File: src/rtl/mem_dbus_master_pkg.sv
// Shared definitions for the MEM-stage data-bus initiator: aluop codes,
// stall polarity constants and FSM/access-size encodings.
package mem_dbus_master_pkg;

    localparam logic [7:0] EXE_NOP_OP = 8'h00;
    localparam logic [7:0] EXE_LB_OP  = 8'hE0;
    localparam logic [7:0] EXE_LH_OP  = 8'hE1;
    localparam logic [7:0] EXE_LW_OP  = 8'hE3;
    localparam logic [7:0] EXE_LBU_OP = 8'hE4;
    localparam logic [7:0] EXE_LHU_OP = 8'hE5;
    localparam logic [7:0] EXE_SB_OP  = 8'hE8;
    localparam logic [7:0] EXE_SH_OP  = 8'hE9;
    localparam logic [7:0] EXE_SW_OP  = 8'hEB;

    localparam logic STOP    = 1'b1;
    localparam logic NO_STOP = 1'b0;

    localparam logic [31:0] ZERO_WORD = 32'h0000_0000;

    typedef enum logic [1:0] {
        ST_IDLE       = 2'b00,
        ST_BUSY       = 2'b01,
        ST_WAIT_STALL = 2'b10
    } dbus_state_e;

    typedef enum logic [1:0] {
        SZ_NONE = 2'b00,
        SZ_BYTE = 2'b01,
        SZ_HALF = 2'b10,
        SZ_WORD = 2'b11
    } acc_size_e;

endpackage

File: src/rtl/mem_lane_align.sv
// Big-endian lane steering for one load/store: byte selects, replicated
// store data, load extension and alignment checks. Purely combinational.
module mem_lane_align
    import mem_dbus_master_pkg::*;
(
    input  logic [7:0]  op_i,
    input  logic [1:0]  addr_lo_i,
    input  logic [31:0] st_data_i,
    input  logic [31:0] rd_data_i,
    output logic        is_load_o,
    output logic        is_store_o,
    output logic [3:0]  sel_o,
    output logic [31:0] st_data_o,
    output logic [31:0] ld_data_o,
    output logic        misalign_load_o,
    output logic        misalign_store_o
);

    acc_size_e   size;
    logic        sext;
    logic        misalign;
    logic [7:0]  byte_v;
    logic [15:0] half_v;

    always_comb begin
        is_load_o  = 1'b0;
        is_store_o = 1'b0;
        sext       = 1'b0;
        size       = SZ_NONE;
        case (op_i)
            EXE_LB_OP:  begin is_load_o  = 1'b1; sext = 1'b1; size = SZ_BYTE; end
            EXE_LBU_OP: begin is_load_o  = 1'b1;              size = SZ_BYTE; end
            EXE_LH_OP:  begin is_load_o  = 1'b1; sext = 1'b1; size = SZ_HALF; end
            EXE_LHU_OP: begin is_load_o  = 1'b1;              size = SZ_HALF; end
            EXE_LW_OP:  begin is_load_o  = 1'b1;              size = SZ_WORD; end
            EXE_SB_OP:  begin is_store_o = 1'b1;              size = SZ_BYTE; end
            EXE_SH_OP:  begin is_store_o = 1'b1;              size = SZ_HALF; end
            EXE_SW_OP:  begin is_store_o = 1'b1;              size = SZ_WORD; end
            default:    ;
        endcase
    end

    // Lane 0 is the most significant byte (big-endian).
    always_comb begin
        byte_v = 8'h00;
        case (addr_lo_i)
            2'b00:   byte_v = rd_data_i[31:24];
            2'b01:   byte_v = rd_data_i[23:16];
            2'b10:   byte_v = rd_data_i[15:8];
            default: byte_v = rd_data_i[7:0];
        endcase
        half_v = addr_lo_i[1] ? rd_data_i[15:0] : rd_data_i[31:16];
    end

    always_comb begin
        sel_o     = 4'b0000;
        st_data_o = ZERO_WORD;
        ld_data_o = ZERO_WORD;
        misalign  = 1'b0;
        case (size)
            SZ_BYTE: begin
                sel_o     = 4'b1000 >> addr_lo_i;
                st_data_o = {4{st_data_i[7:0]}};
                ld_data_o = sext ? {{24{byte_v[7]}}, byte_v} : {24'h000000, byte_v};
            end
            SZ_HALF: begin
                misalign  = addr_lo_i[0];
                sel_o     = addr_lo_i[1] ? 4'b0011 : 4'b1100;
                st_data_o = {2{st_data_i[15:0]}};
                ld_data_o = sext ? {{16{half_v[15]}}, half_v} : {16'h0000, half_v};
            end
            SZ_WORD: begin
                misalign  = (addr_lo_i != 2'b00);
                sel_o     = 4'b1111;
                st_data_o = st_data_i;
                ld_data_o = rd_data_i;
            end
            default: ;
        endcase
        if (!is_load_o) ld_data_o = ZERO_WORD;
        if (!is_store_o) st_data_o = ZERO_WORD;
    end

    assign misalign_load_o  = misalign & is_load_o;
    assign misalign_store_o = misalign & is_store_o;

endmodule

File: src/rtl/mem_dbus_master.sv
// MEM-stage Wishbone-classic initiator: one single access per load/store,
// stalling the pipeline until ack and parking the result while MEM/WB is frozen.
//
// state         | meaning
// ST_IDLE       | no access; a valid request launches the bus cycle
// ST_BUSY       | cyc/stb asserted, waiting for ack
// ST_WAIT_STALL | access done, result held in rd_buf until MEM/WB unfreezes
module mem_dbus_master
    import mem_dbus_master_pkg::*;
#(
    parameter int MEM_STALL_IDX = 4
) (
    input  logic        clk,
    input  logic        rst,
    input  logic [5:0]  stall,
    input  logic        flush,
    input  logic [7:0]  mem_aluop,
    input  logic [31:0] mem_mem_addr,
    input  logic [31:0] mem_reg2,
    input  logic [31:0] wb_dat_i,
    input  logic        wb_ack_i,
    output logic [31:0] wb_adr_o,
    output logic [31:0] wb_dat_o,
    output logic        wb_we_o,
    output logic [3:0]  wb_sel_o,
    output logic        wb_stb_o,
    output logic        wb_cyc_o,
    output logic        stallreq,
    output logic [31:0] load_data,
    output logic        misalign_load,
    output logic        misalign_store
);

    dbus_state_e state_q, state_d;
    logic [31:0] adr_q, adr_d;
    logic [31:0] dat_q, dat_d;
    logic [3:0]  sel_q, sel_d;
    logic        we_q, we_d;
    logic        cyc_q, cyc_d;
    logic [31:0] rd_buf_q, rd_buf_d;

    logic        is_load, is_store;
    logic [3:0]  lane_sel;
    logic [31:0] lane_st_data;
    logic [31:0] lane_ld_data;
    logic        req;
    logic        mem_stall;

    mem_lane_align u_lane (
        .op_i             (mem_aluop),
        .addr_lo_i        (mem_mem_addr[1:0]),
        .st_data_i        (mem_reg2),
        .rd_data_i        (wb_dat_i),
        .is_load_o        (is_load),
        .is_store_o       (is_store),
        .sel_o            (lane_sel),
        .st_data_o        (lane_st_data),
        .ld_data_o        (lane_ld_data),
        .misalign_load_o  (misalign_load),
        .misalign_store_o (misalign_store)
    );

    assign req       = (is_load | is_store) & ~(misalign_load | misalign_store) & ~flush;
    assign mem_stall = stall[MEM_STALL_IDX];

    always_comb begin
        state_d  = state_q;
        adr_d    = adr_q;
        dat_d    = dat_q;
        sel_d    = sel_q;
        we_d     = we_q;
        cyc_d    = cyc_q;
        rd_buf_d = rd_buf_q;
        stallreq = 1'b0;

        if (flush) begin
            // Flush beats a same-cycle ack; rd_buf is deliberately left alone.
            state_d = ST_IDLE;
            adr_d   = ZERO_WORD;
            dat_d   = ZERO_WORD;
            sel_d   = 4'b0000;
            we_d    = 1'b0;
            cyc_d   = 1'b0;
        end else begin
            case (state_q)
                ST_IDLE: begin
                    adr_d = ZERO_WORD;
                    dat_d = ZERO_WORD;
                    sel_d = 4'b0000;
                    we_d  = 1'b0;
                    cyc_d = 1'b0;
                    if (req) begin
                        adr_d    = {mem_mem_addr[31:2], 2'b00};
                        dat_d    = lane_st_data;
                        sel_d    = lane_sel;
                        we_d     = is_store;
                        cyc_d    = 1'b1;
                        stallreq = 1'b1;
                        state_d  = ST_BUSY;
                    end
                end
                ST_BUSY: begin
                    if (wb_ack_i) begin
                        adr_d    = ZERO_WORD;
                        dat_d    = ZERO_WORD;
                        sel_d    = 4'b0000;
                        we_d     = 1'b0;
                        cyc_d    = 1'b0;
                        rd_buf_d = lane_ld_data;
                        state_d  = (mem_stall == STOP) ? ST_WAIT_STALL : ST_IDLE;
                    end else begin
                        stallreq = 1'b1;
                    end
                end
                ST_WAIT_STALL: begin
                    if (mem_stall == NO_STOP) state_d = ST_IDLE;
                end
                default: state_d = ST_IDLE;
            endcase
        end
    end

    assign load_data = (state_q == ST_WAIT_STALL) ? rd_buf_q : lane_ld_data;

    always_ff @(posedge clk or negedge rst) begin
        if (!rst) begin
            state_q  <= ST_IDLE;
            adr_q    <= ZERO_WORD;
            dat_q    <= ZERO_WORD;
            sel_q    <= 4'b0000;
            we_q     <= 1'b0;
            cyc_q    <= 1'b0;
            rd_buf_q <= ZERO_WORD;
        end else begin
            state_q  <= state_d;
            adr_q    <= adr_d;
            dat_q    <= dat_d;
            sel_q    <= sel_d;
            we_q     <= we_d;
            cyc_q    <= cyc_d;
            rd_buf_q <= rd_buf_d;
        end
    end

    assign wb_adr_o = adr_q;
    assign wb_dat_o = dat_q;
    assign wb_sel_o = sel_q;
    assign wb_we_o  = we_q;
    assign wb_cyc_o = cyc_q;
    assign wb_stb_o = cyc_q;

endmodule

File: config.mk
export PLATFORM = sky130hd
export DESIGN_NAME = mem_dbus_master
export DESIGN_NICKNAME = d
export VERILOG_FILES = /design/src/rtl/mem_dbus_master_pkg.sv /design/src/rtl/mem_lane_align.sv /design/src/rtl/mem_dbus_master.sv
export SDC_FILE = /design/constraint.sdc
export NUM_CORES = 1
export LEC_CHECK = 0
export CAP_MARGIN = 20
export CORE_MARGIN = 5
export CORE_UTILIZATION = 30
export DETAILED_ROUTE_END_ITERATION = 12
export GPL_ROUTABILITY_DRIVEN = 0
export GPL_TIMING_DRIVEN = 0
export SYNTH_ARGS = -nofsm -noshare
export SYNTH_HDL_FRONTEND = slang
export SYNTH_SLANG_ARGS = --single-unit
File: constraint.sdc
create_clock -name clk -period 4.7 [get_ports clk]
set_input_delay 1.175 -clock clk [delete_from_list [all_inputs] [get_ports clk]]
set_output_delay 1.175 -clock clk [all_outputs]
set_load 0.05 [all_outputs]
==> flow_summary.ini <==
[status]
outcome = finished, final reports clean

[logic_synthesis]
synth.area.top_cells = dfrtp_1 47%, a22o_1 11%, nand2_1 3.4%
synth_ff_type = dfrtp_1
synthArstFlopShare_pct = 100.0
ys_warn_count = 0
ys_ff_latch = 102
yosys.cell_types.count = 56
netlist_area_sq_mm = 0.005446
netlist_instances = 518
synth_area_per_cell_sq_um = 10.51
synth_seq_area_share_pct = 46.86
synth_top_area_share_pct = 46.86
synth-edff-count = 0
yosysTopAreaCell = dfrtp_1

[sta]
post-route-period-util_pct = 97.97
final-hold-violation-count = 0
finalSetupViolations = 0
drv_slew = 0
whs_ns = 0.4836
tightest_slew_ns = 0.6419
slew_headroom_pct = 57.21
finalCriticalPeriod_ns = 4.605
fmax_mhz = 217.2
rsz0062_at_grt = yes
clock-skew-final_ns = 0.007002
setup_tns_ns = 0

[floorplan]
dieArea_sq_mm = 0.02095
fp-row-count = 49
fp.dieH_um = 144.7
core_sq_mm = 0.01790
top_level_ports = 220
die_w_um = 144.7
initial_utilization_pct = 30.42

[clock_tree]
clkLatencyLatePin_ns = 0.35
clkTransAtPathRegs_ns = 0.07
cts.sink_count = 102
htreeDepth = 3
numCtsBuffers = 9
clk_path_buf_depth = 2
cts-root-buf = clkbuf_16
tritoncts = built

[min_path]
worstHoldPathCells = 1
holdCritPathClass = flop to flop

[route]
avgViaCountPerCell = 5.488
drc = 0
wl_um = 20760
ant_nets = 0
drt_iter0_drc = 284
first_pass_iters = 5
wire_per_inst_um = 21.05
num_vias = 5411

[final_layout]
fin_area_sq_mm = 0.008272
drive_gt1_share_pct = 13.87
syn2layout_area_growth_pct = 51.87
mostFrequentLayoutCell = clkdlybuf4s50_1
layout_common_cells = 173 x clkdlybuf4s50_1, 102 x dfrtp_1, 69 x a22o_1
fin_nets = 866
nFillCells = 1688
post-route-util_pct = 46.20
antenna_cells = 0

[setup_path]
cp.required_ns = 3.52
endpoint_kind = output pin
critPathLaunchType = input pin
cp_num_cells = 7
critPathBufInv = 4
max_stage_delay_ns = 0.57
path_delay_family = buffers and inverters
cp_max_fo = 10
reg2reg_depth = 6
crit_slowest_cell = dlygate4sd2_1
critical_path_class = input pin to output pin
crit_arrival_ns = 3.43
path_cells = clkdlybuf4s50_1 > buf_2 > inv_2 > nor3_4 > nand2_1 > a311oi_1 > dlygate4sd2_1

[job]
cap_violations = 0

[global_routing]
grt_max_degree = 65
grt_pass1_wl_um = 31520
antenna_found_initial = 1
globalRouteTotalUtil_pct = 19.44
grt_overflow = 0
grt_pass1_vias = 5543

[pwr]
irDropWorstVdd_mv = 0.1579
power_density_mw_per_mm2 = 233.1
p_leak_nw = 3.599

[placement]
portBuffers = 210
dp_hpwl_um = 15860
dpl_cell_area_sq_mm = 0.007870
## worst paths after layout
kind,slack [ns],startpoint,endpoint
worst max-delay path,0.1,mem_aluop[1],load_data[31]
worst min register to register,0.48,wb_we_o$_DFFE_PN0P_,wb_we_o$_DFFE_PN0P_
min in group asynchronous,0.80,rst,wb_dat_o[13]$_DFFE_PN0P_
max in group asynchronous,3.19,rst,rd_buf_q[25]$_DFFE_PN0P_
worst max register to register,2.55,state_q[1]$_DFFE_PN0P_,rd_buf_q[30]$_DFFE_PN0P_
worst min-delay path,0.48,wb_we_o$_DFFE_PN0P_,wb_we_o$_DFFE_PN0P_
## per-layer routing
metal / GRT usage [%] / vias to the layer above / routed length [um]
met5: 0 / - / 11
met2: 30.70 / 249 / 9657
li1: - / 2480 / -
met3: 5.094 / 31 / 1766
met4: 6.775 / 2 / 501
met1: 25.87 / 2649 / 8820
## flip-flops by register name, summed over array words and instances, names as in the netlist
name / count
wb_dat_o: 32
wb_cyc_o: 1
state_q: 2
rd_buf_q: 32
wb_sel_o: 4
wb_adr_o: 30
wb_we_o: 1
## where the power goes
| part | switching [mW] | internal [mW] |
|---|---|---|
| sequential | 0.00176 | 0.879 |
| clock | 0.348 | 0.415 |
| combinational | 0.147 | 0.136 |
| total | 0.497 | 1.43 |
## cells in the mapped netlist (all sizes together), types with 5 or more instances
| master | instances |
|---|---|
| a21oi | 6 |
| a221o | 14 |
| a22o | 69 |
| a22oi | 23 |
| a311oi | 16 |
| a32oi | 16 |
| buf | 26 |
| clkbuf | 27 |
| dfrtp | 102 |
| inv | 5 |
| mux2 | 11 |
| mux2i | 17 |
| nand2 | 49 |
| nor2 | 42 |
| nor2b | 13 |
| o21ai | 5 |
| o221ai | 6 |
| o22ai | 13 |
| o2bb2ai | 18 |
## kinds of logic (layout without fill, tap and decap cells)
family                    count (synthesis)  count (layout)  synth area share (%)
xor gates and xnor gates                  1               1                0.1608
other                                     1               2               0.06885
buffers and inverters                    58             296                 4.709
DFF                                     102             102                 46.86
muxes                                    28              28                 5.399
AOI/OAI and AO/OA                       201             201                 31.61
and+or+nand+nor                         127             127                 11.19
## final cells by class
class / count / area [sq um] / area share, %
multi-input combinational: 359 / 2694 / 32.57
sequential: 102 / 2552 / 30.86
timing repair buffer: 223 / 2181 / 26.37
tap: 229 / 286.5 / 3.464
buffer: 52 / 242.7 / 2.935
clock buffer: 9 / 225.2 / 2.723
clock inverter: 7 / 71.32 / 0.8622
inverter: 5 / 18.77 / 0.2269
## worst register-to-register path, stage by stage (launching register included)
cell       delay [ns]
dfrtp_1          0.42
nand4bb_1        0.19
buf_2            0.20
a2111oi_4        0.65
nand4b_2         0.29
buf_2            0.26
nand2_1          0.08
## stage by stage
step,cells,worst slack (ns),power [mW]
floorplan,519,0.01642,1.006
global placement,958,-1.330,1.164
detailed placement,959,-0.7491,1.170
CTS,982,0.001033,1.939
global route,986,-0.002453,1.997
finish,986,0.09540,1.928
## timing repair
item / CTS / global route
hold buffers: 0 / 0
setup endpoints to repair: 33 / 35
pin swaps: 3 / 2
setup buffers: 7 / 5
resized for setup: 109 / 40
(Power assumes the default switching activity.)
